### src/rtl/if_stage_pkg.sv
`default_nettype none
// ============================================================================
// Module      : if_stage_pkg
// Description : Shared constants for the fetch and decode stages: word and
//               PC widths, the halt opcode, the NOP word and opcode field
//               position.
// Revision    : 1.0 - initial release
// ============================================================================
package if_stage_pkg;

    localparam int INSTR_W = 20;
    localparam int PC_W    = 4;

    // Opcode occupies the top nibble of the instruction word.
    localparam int OPC_MSB = 19;
    localparam int OPC_LSB = 16;

    localparam logic [OPC_MSB-OPC_LSB:0] HALT_OP   = 4'hF;
    localparam logic [INSTR_W-1:0]       NOP_INSTR = 20'h0_0000;

endpackage : if_stage_pkg
`default_nettype wire

### src/rtl/if_stage_instr_mem.sv
`default_nettype none
// ============================================================================
// Module      : instr_mem
// Description : Loadable instruction memory, 2**ADDR_W x DATA_W words.
//               Synchronous write, combinational read. A read and a write
//               to the same address in one cycle returns the old word.
// Revision    : 1.0 - initial release
// ============================================================================
module instr_mem #(
    parameter int DATA_W = 20,
    parameter int ADDR_W = 4
) (
    input  logic              clk,
    input  logic              we,
    input  logic [ADDR_W-1:0] waddr,
    input  logic [DATA_W-1:0] wdata,
    input  logic [ADDR_W-1:0] raddr,
    output logic [DATA_W-1:0] rdata
);

    localparam int DEPTH = 1 << ADDR_W;

    logic [DATA_W-1:0] r_mem [DEPTH];

    // Write port: contents are never reset so a loaded program survives rst.
    always_ff @(posedge clk) begin
        if (we) begin
            r_mem[waddr] <= wdata;
        end
    end

    // Read port is asynchronous; the write lands after the edge, so the
    // fetch in the same cycle sees the previous contents.
    assign rdata = r_mem[raddr];

endmodule : instr_mem
`default_nettype wire

### src/rtl/if_stage.sv
`default_nettype none
// ============================================================================
// Module      : if_stage
// Description : Instruction-fetch stage. Holds the PC, the instruction memory
//               and the IF/ID register. Supports stall, branch redirect with
//               a bubble in the fetched slot, and a sticky halt on HALT_OP.
// Revision    : 1.0 - initial release
// ============================================================================
module if_stage #(
    parameter int INSTR_W = if_stage_pkg::INSTR_W,
    parameter int PC_W    = if_stage_pkg::PC_W,
    parameter logic [if_stage_pkg::OPC_MSB-if_stage_pkg::OPC_LSB:0] HALT_OP = if_stage_pkg::HALT_OP
) (
    input  logic               clk,
    input  logic               rst,
    input  logic               stall,
    input  logic               branch_en,
    input  logic [PC_W-1:0]    branch_target,
    input  logic               load_en,
    input  logic [PC_W-1:0]    load_addr,
    input  logic [INSTR_W-1:0] load_data,
    output logic [INSTR_W-1:0] instr_out,
    output logic [PC_W-1:0]    pc_out,
    output logic               valid_out,
    output logic               halted
);

    import if_stage_pkg::*;

    logic [PC_W-1:0]    r_pc;
    logic [INSTR_W-1:0] r_instr;
    logic [PC_W-1:0]    r_pc_out;
    logic               r_valid;
    logic               r_halted;
    logic [INSTR_W-1:0] w_fetch;
    logic               w_is_halt;

    instr_mem #(
        .DATA_W (INSTR_W),
        .ADDR_W (PC_W)
    ) u_instr_mem (
        .clk   (clk),
        .we    (load_en),
        .waddr (load_addr),
        .wdata (load_data),
        .raddr (r_pc),
        .rdata (w_fetch)
    );

    assign w_is_halt = (w_fetch[OPC_MSB:OPC_LSB] == HALT_OP);

    // PC and IF/ID register; priority rst > halted > branch > stall > fetch.
    always_ff @(posedge clk) begin
        if (rst) begin
            r_pc     <= '0;
            r_instr  <= INSTR_W'(NOP_INSTR);
            r_pc_out <= '0;
            r_valid  <= 1'b0;
            r_halted <= 1'b0;
        end else if (r_halted) begin
            // Frozen: PC stays at HALT address+1, the slot drains to a bubble.
            r_instr  <= INSTR_W'(NOP_INSTR);
            r_pc_out <= '0;
            r_valid  <= 1'b0;
        end else if (branch_en) begin
            // Redirect and flush the slot; the target word arrives next edge.
            r_pc     <= branch_target;
            r_instr  <= INSTR_W'(NOP_INSTR);
            r_pc_out <= '0;
            r_valid  <= 1'b0;
        end else if (!stall) begin
            r_instr  <= w_fetch;
            r_pc_out <= r_pc;
            r_valid  <= 1'b1;
            r_pc     <= r_pc + PC_W'(1);
            if (w_is_halt) begin
                r_halted <= 1'b1;
            end
        end
    end

    assign instr_out = r_instr;
    assign pc_out    = r_pc_out;
    assign valid_out = r_valid;
    assign halted    = r_halted;

endmodule : if_stage
`default_nettype wire

### config.mk
export PLATFORM = sky130hd
export DESIGN_NAME = if_stage
export DESIGN_NICKNAME = d
export VERILOG_FILES = /design/src/rtl/if_stage_pkg.sv /design/src/rtl/if_stage_instr_mem.sv /design/src/rtl/if_stage.sv
export SDC_FILE = /design/constraint.sdc
export NUM_CORES = 1
export LEC_CHECK = 0
export ABC_CLOCK_PERIOD_IN_PS = 5000
export CAP_MARGIN = 15
export CORE_ASPECT_RATIO = 0.7
export CORE_MARGIN = 2
export CORE_UTILIZATION = 40
export DETAILED_ROUTE_END_ITERATION = 6
export PLACE_DENSITY = 0.63
export SLEW_MARGIN = 30
export SYNTH_ARGS = -nofsm -noshare
export SYNTH_HDL_FRONTEND = slang
export SYNTH_SLANG_ARGS = --single-unit
export TNS_END_PERCENT = 1
### constraint.sdc
create_clock -name clk -period 5 [get_ports clk]
set_input_delay 1 -clock clk [delete_from_list [all_inputs] [get_ports clk]]
set_output_delay 1 -clock clk [all_outputs]
set_load 0.05 [all_outputs]
Yosys cells after proc, flatten, opt, wreduce, memory -nomap -nowiden
Memory sizes are Yosys's and may differ from the RTL's. A register that Yosys moved wholly into a read port is not among the register bits.
Cells that the tools add are included.
{ "op_classes": {"n_reduce_logical": 2, "bitwise": 1, "n_addsub": 1, "mux": 10, "n_eq_ne": 2} }
{ "ops": {"columns": ["op", "count"], "rows": [
  ["2-to-1 mux 4 bit", 4],
  ["2-to-1 mux 1 bit", 6],
  ["adder 4 x 1 -> 4 bit, second input constant", 1],
  ["equality test 4 bit, second input constant", 1],
  ["OR reduction 3 bit", 1],
  ["!= test 2 x 1 -> 1 bit, second input constant", 1],
  ["AND reduction 2 bit", 1],
  ["NOT 1 bit", 1]
]} }
{ "word_totals": {"out_inout_bits": 26, "wordCells": 22, "n_memories": 1, "ramBits": 320, "reg_bits": 30} }
{ "mem_list": {"columns": ["memory", "words", "width", "rd", "rd_clocked_by_memory_dff", "wr", "line_no", "source"], "rows": [
  ["u_instr_mem.r_mem", 16, 20, 1, 1, 1, "if_stage_instr_mem.sv:23", "logic [DATA_W-1:0] r_mem [DEPTH];"]
]} }

Logic depth before layout (Yosys ltp)
{ "logic_depth": {"depth_word": 5, "ltp_mapped": 8} }

Cells and area by module
A second synthesis with hierarchy kept.
{ "unflattened": {"hier_cells": 628, "hier_area_um2": 13297.8} }
{ "modules_own_cells": {"columns": ["module", "instances", "cells_per_inst", "area_per_inst_um2", "seq_area_each_um2"], "rows": [
  ["instr_mem", 1, 513, 12130.4, 9609.2],
  ["if_stage", 1, 115, 1167.4, 600.6]
]} }

Worst setup path before layout
No wires, ideal clock.
{ "synth_timing": {"kind": "input port to flip-flop", "from": "in load_addr[2]", "to": "mem u_instr_mem.r_mem[0][0], enable pin", "stages": 2, "required_ps": 4578, "t_arrival_ps": 2914, "setup_ps": 422, "setup_slack_ps": 1664, "path_cell_list": "or3b_2 nor3_1"} }
{ "synth_rtl": {"columns": ["item", "line_no", "source"], "rows": [
  ["start, declared", "if_stage.sv:20", "input logic [PC_W-1:0] load_addr,"],
  ["end, declared", "if_stage_instr_mem.sv:23", null]
]} }
No word-level cell before the write port.

Worst setup path in the final report
{ "layout_timing": {"from": "reg r_instr[15], in the netlist instr_out[15]", "to": "out instr_out[15]"} }
{ "layout_rtl": {"columns": ["item", "line_no", "source"], "rows": [
  ["start, declared", "if_stage.sv:31", "logic [INSTR_W-1:0] r_instr;"],
  ["start signal, assigned", "if_stage.sv:56", "r_instr <= INSTR_W'(NOP_INSTR);"],
  ["start signal, assigned", "if_stage.sv:62", "r_instr <= INSTR_W'(NOP_INSTR);"],
  ["start signal, assigned", "if_stage.sv:68", "r_instr <= INSTR_W'(NOP_INSTR);"],
  ["end, declared", "if_stage.sv:22", "output logic [INSTR_W-1:0] instr_out,"]
]} }
No word-level cell between the ends.

==> metrics.csv <==
metric,value,unit
path_clk_slew,60,ps
place_ws,1750,ps
crit_path_start_kind,flop,
cts-root-buf,clkbuf_16,
final_max_slew_viol_count,0,
ioPinCount,59,
place.gp.congestion,0.769,
finish.utilization,47.5,%
clock_latency,520,ps
final_design_area_no_fill,15800,µm²
status,"complete, no violations",
path_cells,clkdlybuf4s50_1,
clock_skew,17.5,ps
worst_pin_slew,1000,ps
final_cell_mix,"edfxtp_1, mux4_2, clkdlybuf4s50_1, clkbuf_16, nand2_1",
vias,6468,
synth_nets,647,
synthMuxAreaShare,18.5,%
dp.cells,1096,
switching_share,20.9,%
drc,0,
ys_ff_latch,354,
syn_avg_cell_area,22.0,µm²
gr-total-overflow,0,
ant_nets,0,
grt_usage,16.5,%
ff2ff_path_depth,6,
p_leak,4.95,nW
final_cells,1159,
criticalPathCategory,reg2out,
r2r_setup_slack,2230,ps
holdPathEnd,valid_out$_SDFFE_PP0N_,
grt_setup_unrepaired,no,
first_global_vias,6663,
cp-end-kind,output port,
viasPerCell,5.58,
core,33400,µm²
power_frac_seq,52.5,%
cp_max_fo,2,
p_switching,1.34,mW
final_nets,732,
antenna_found_initial,0,
whs_path_depth,2,
die_h,158,µm
grt_max_degree,49,
cts_setup_buffers,0,
routedWlPerCell,24.7,µm
synth_fa_ha_area_share,0.0927,%
dieArea,35300,µm²
place_area,14700,µm²
cts_buffers,34,
drt_iter0_drc,617,
final.period_utilization,55.8,%
cts_buffer_depth,3,
drt_pass1_iterations,5,
yosysTopAreaCell,edfxtp_1,
min_from,valid_out$_SDFFE_PP0N_,
clock_power_share,40.6,%
r2r_end,instr_out[2]$_SDFFE_PP0N_,
yosys.area_share.simple,2.43,%
critPathSlowestCell,clkdlybuf4s50_1,
rows,56,
yosysWarnings,0,
comb_power_share,6.9,%
initial_utilization,40.5,%
synth_cell_types,28,
path_buf_inv,1,
required,4000,ps
synthCells,613,
cts_tree,built,
place.detailed.hpwl,16100,µm
cp_top_family,buffers and inverters,
grt_pass1_wl,42400,µm
die_w,224,µm
layout_commonest_cell,edfxtp_1,
hp-class,reg2reg,
ctsResizeCount,0,
finalSetupTns,0,ps
wl,28600,µm
drive_gt1_share,21.7,%
areaGrowthSynthToFinish,17.2,%
synth_compound_area_share,1.16,%
pwr_density_cell,404,nW/µm²
critPathMaxStageDelay,850,ps
yosys.area.top_type_share,71.2,%
holdWs,451,ps
ir_drop,280,µV
synth_area,13500,µm²
antennaDiodeCount,0,
arrival,1790,ps
fin_crit,2790,ps
power,6.39,mW
relSlewSlack,32.9,%
hold_buffers,0,
intPower,5.05,mW
hold_viol,0,
synth_top_family_by_area,multiplexers,
max_freq,358,MHz
yosysSeqAreaShare,76.2,%
htreeDepth,2,
port_buffers,58,
cts.sinks,354,
synthTopCellsByArea,"edfxtp_1, mux4_2, mux4_1",
fin_ws,2210,ps
drv_cap,0,
synthXorXnorAreaFrac,0,%
finalSetupViolCount,0,
[synth_stat cells (all sizes together)]
library cell and count:
dfxtp 34, a21oi 4, buf 17, nand3 4, a21bo 1, o31ai 1, nand2b 2, a211oi 1
o21ai 18, mux2i 22, nor3 6, a22oi 2, or3 1, nand2 36, inv 3, clkbuf 14
o22ai 1, mux4 96, ha 1, edfxtp 320, nor2 26, or3b 1, nand3b 2
[how the worst max path moves through the flow]
| stage | cells after the start | slack, ps | to | from |
|---|---|---|---|---|
| 2_1_floorplan | 2 | 1660 | u_instr_mem.r_mem[0][0]$_DFFE_PP_ | load_addr[2] |
| 3_3_place_gp | 3 | 1760 | u_instr_mem.r_mem[15][7]$_DFFE_PP_ | load_addr[1] |
| 3_5_place_dp | 4 | 1750 | u_instr_mem.r_mem[2][16]$_DFFE_PP_ | load_en |
| 4_1_cts | 5 | 2000 | instr_out[2]$_SDFFE_PP0N_ | flop |
| 5_1_grt | 6 | 2050 | instr_out[2]$_SDFFE_PP0N_ | flop |
| 6_report | 1 | 2210 | instr_out[15] | instr_out[15]$_SDFFE_PP0N_ |
[area by class of cell]
class                           count  area (µm²)
Clock buffer                       48         987
Clock inverter                     14         150
Fill cell                        2701       17500
Inverter                            3        11.3
Multi-Input combinational cell    225        3060
Sequential cell                   354       10300
Tap cell                          435         544
Timing Repair Buffer               80         771
[power groups by stage]
stage / Sequential (mW) / Clock, mW / Combinational [mW]
CTS: 3.37 / 2.64 / 0.431
global route: 3.36 / 2.76 / 0.471
global placement: 3.43 / 0 / 0.423
finish: 3.36 / 2.59 / 0.440
floorplan: 3.40 / 0 / 0.289
detailed placement: 3.43 / 0 / 0.430
[kinds of logic after synthesis]
group / Yosys count
buffers and inverters: 34
DFF: 354
adders and majority gates: 1
and+or+nand+nor: 78
muxes: 118
AOI/OAI and AO/OA: 28
[sequential cells by signal (all words and copies together) (netlist names), named ones only]
name,cells
u_instr_mem.r_mem,320
pc_out,4
valid_out,1
halted,1
r_pc,4
instr_out,20
[tightest hold or removal path: stages, from the launching register on]
cell and delay, ps:
dfxtp_1 310, inv_1 40, a21oi_1 50
[routing by layer]
metal  part of all wire, %  vias up  GRT usage, %  routed length, µm
met1                    45     3462          23.7              12900
met2                    46      231          26.0              13300
met3                   7.1       37          3.73               2020
met4                   1.3        0          3.78                376
li1                      -     2738             -                  -
met5                     0        -             0                  0
Power figures use the tool's default switching activity.
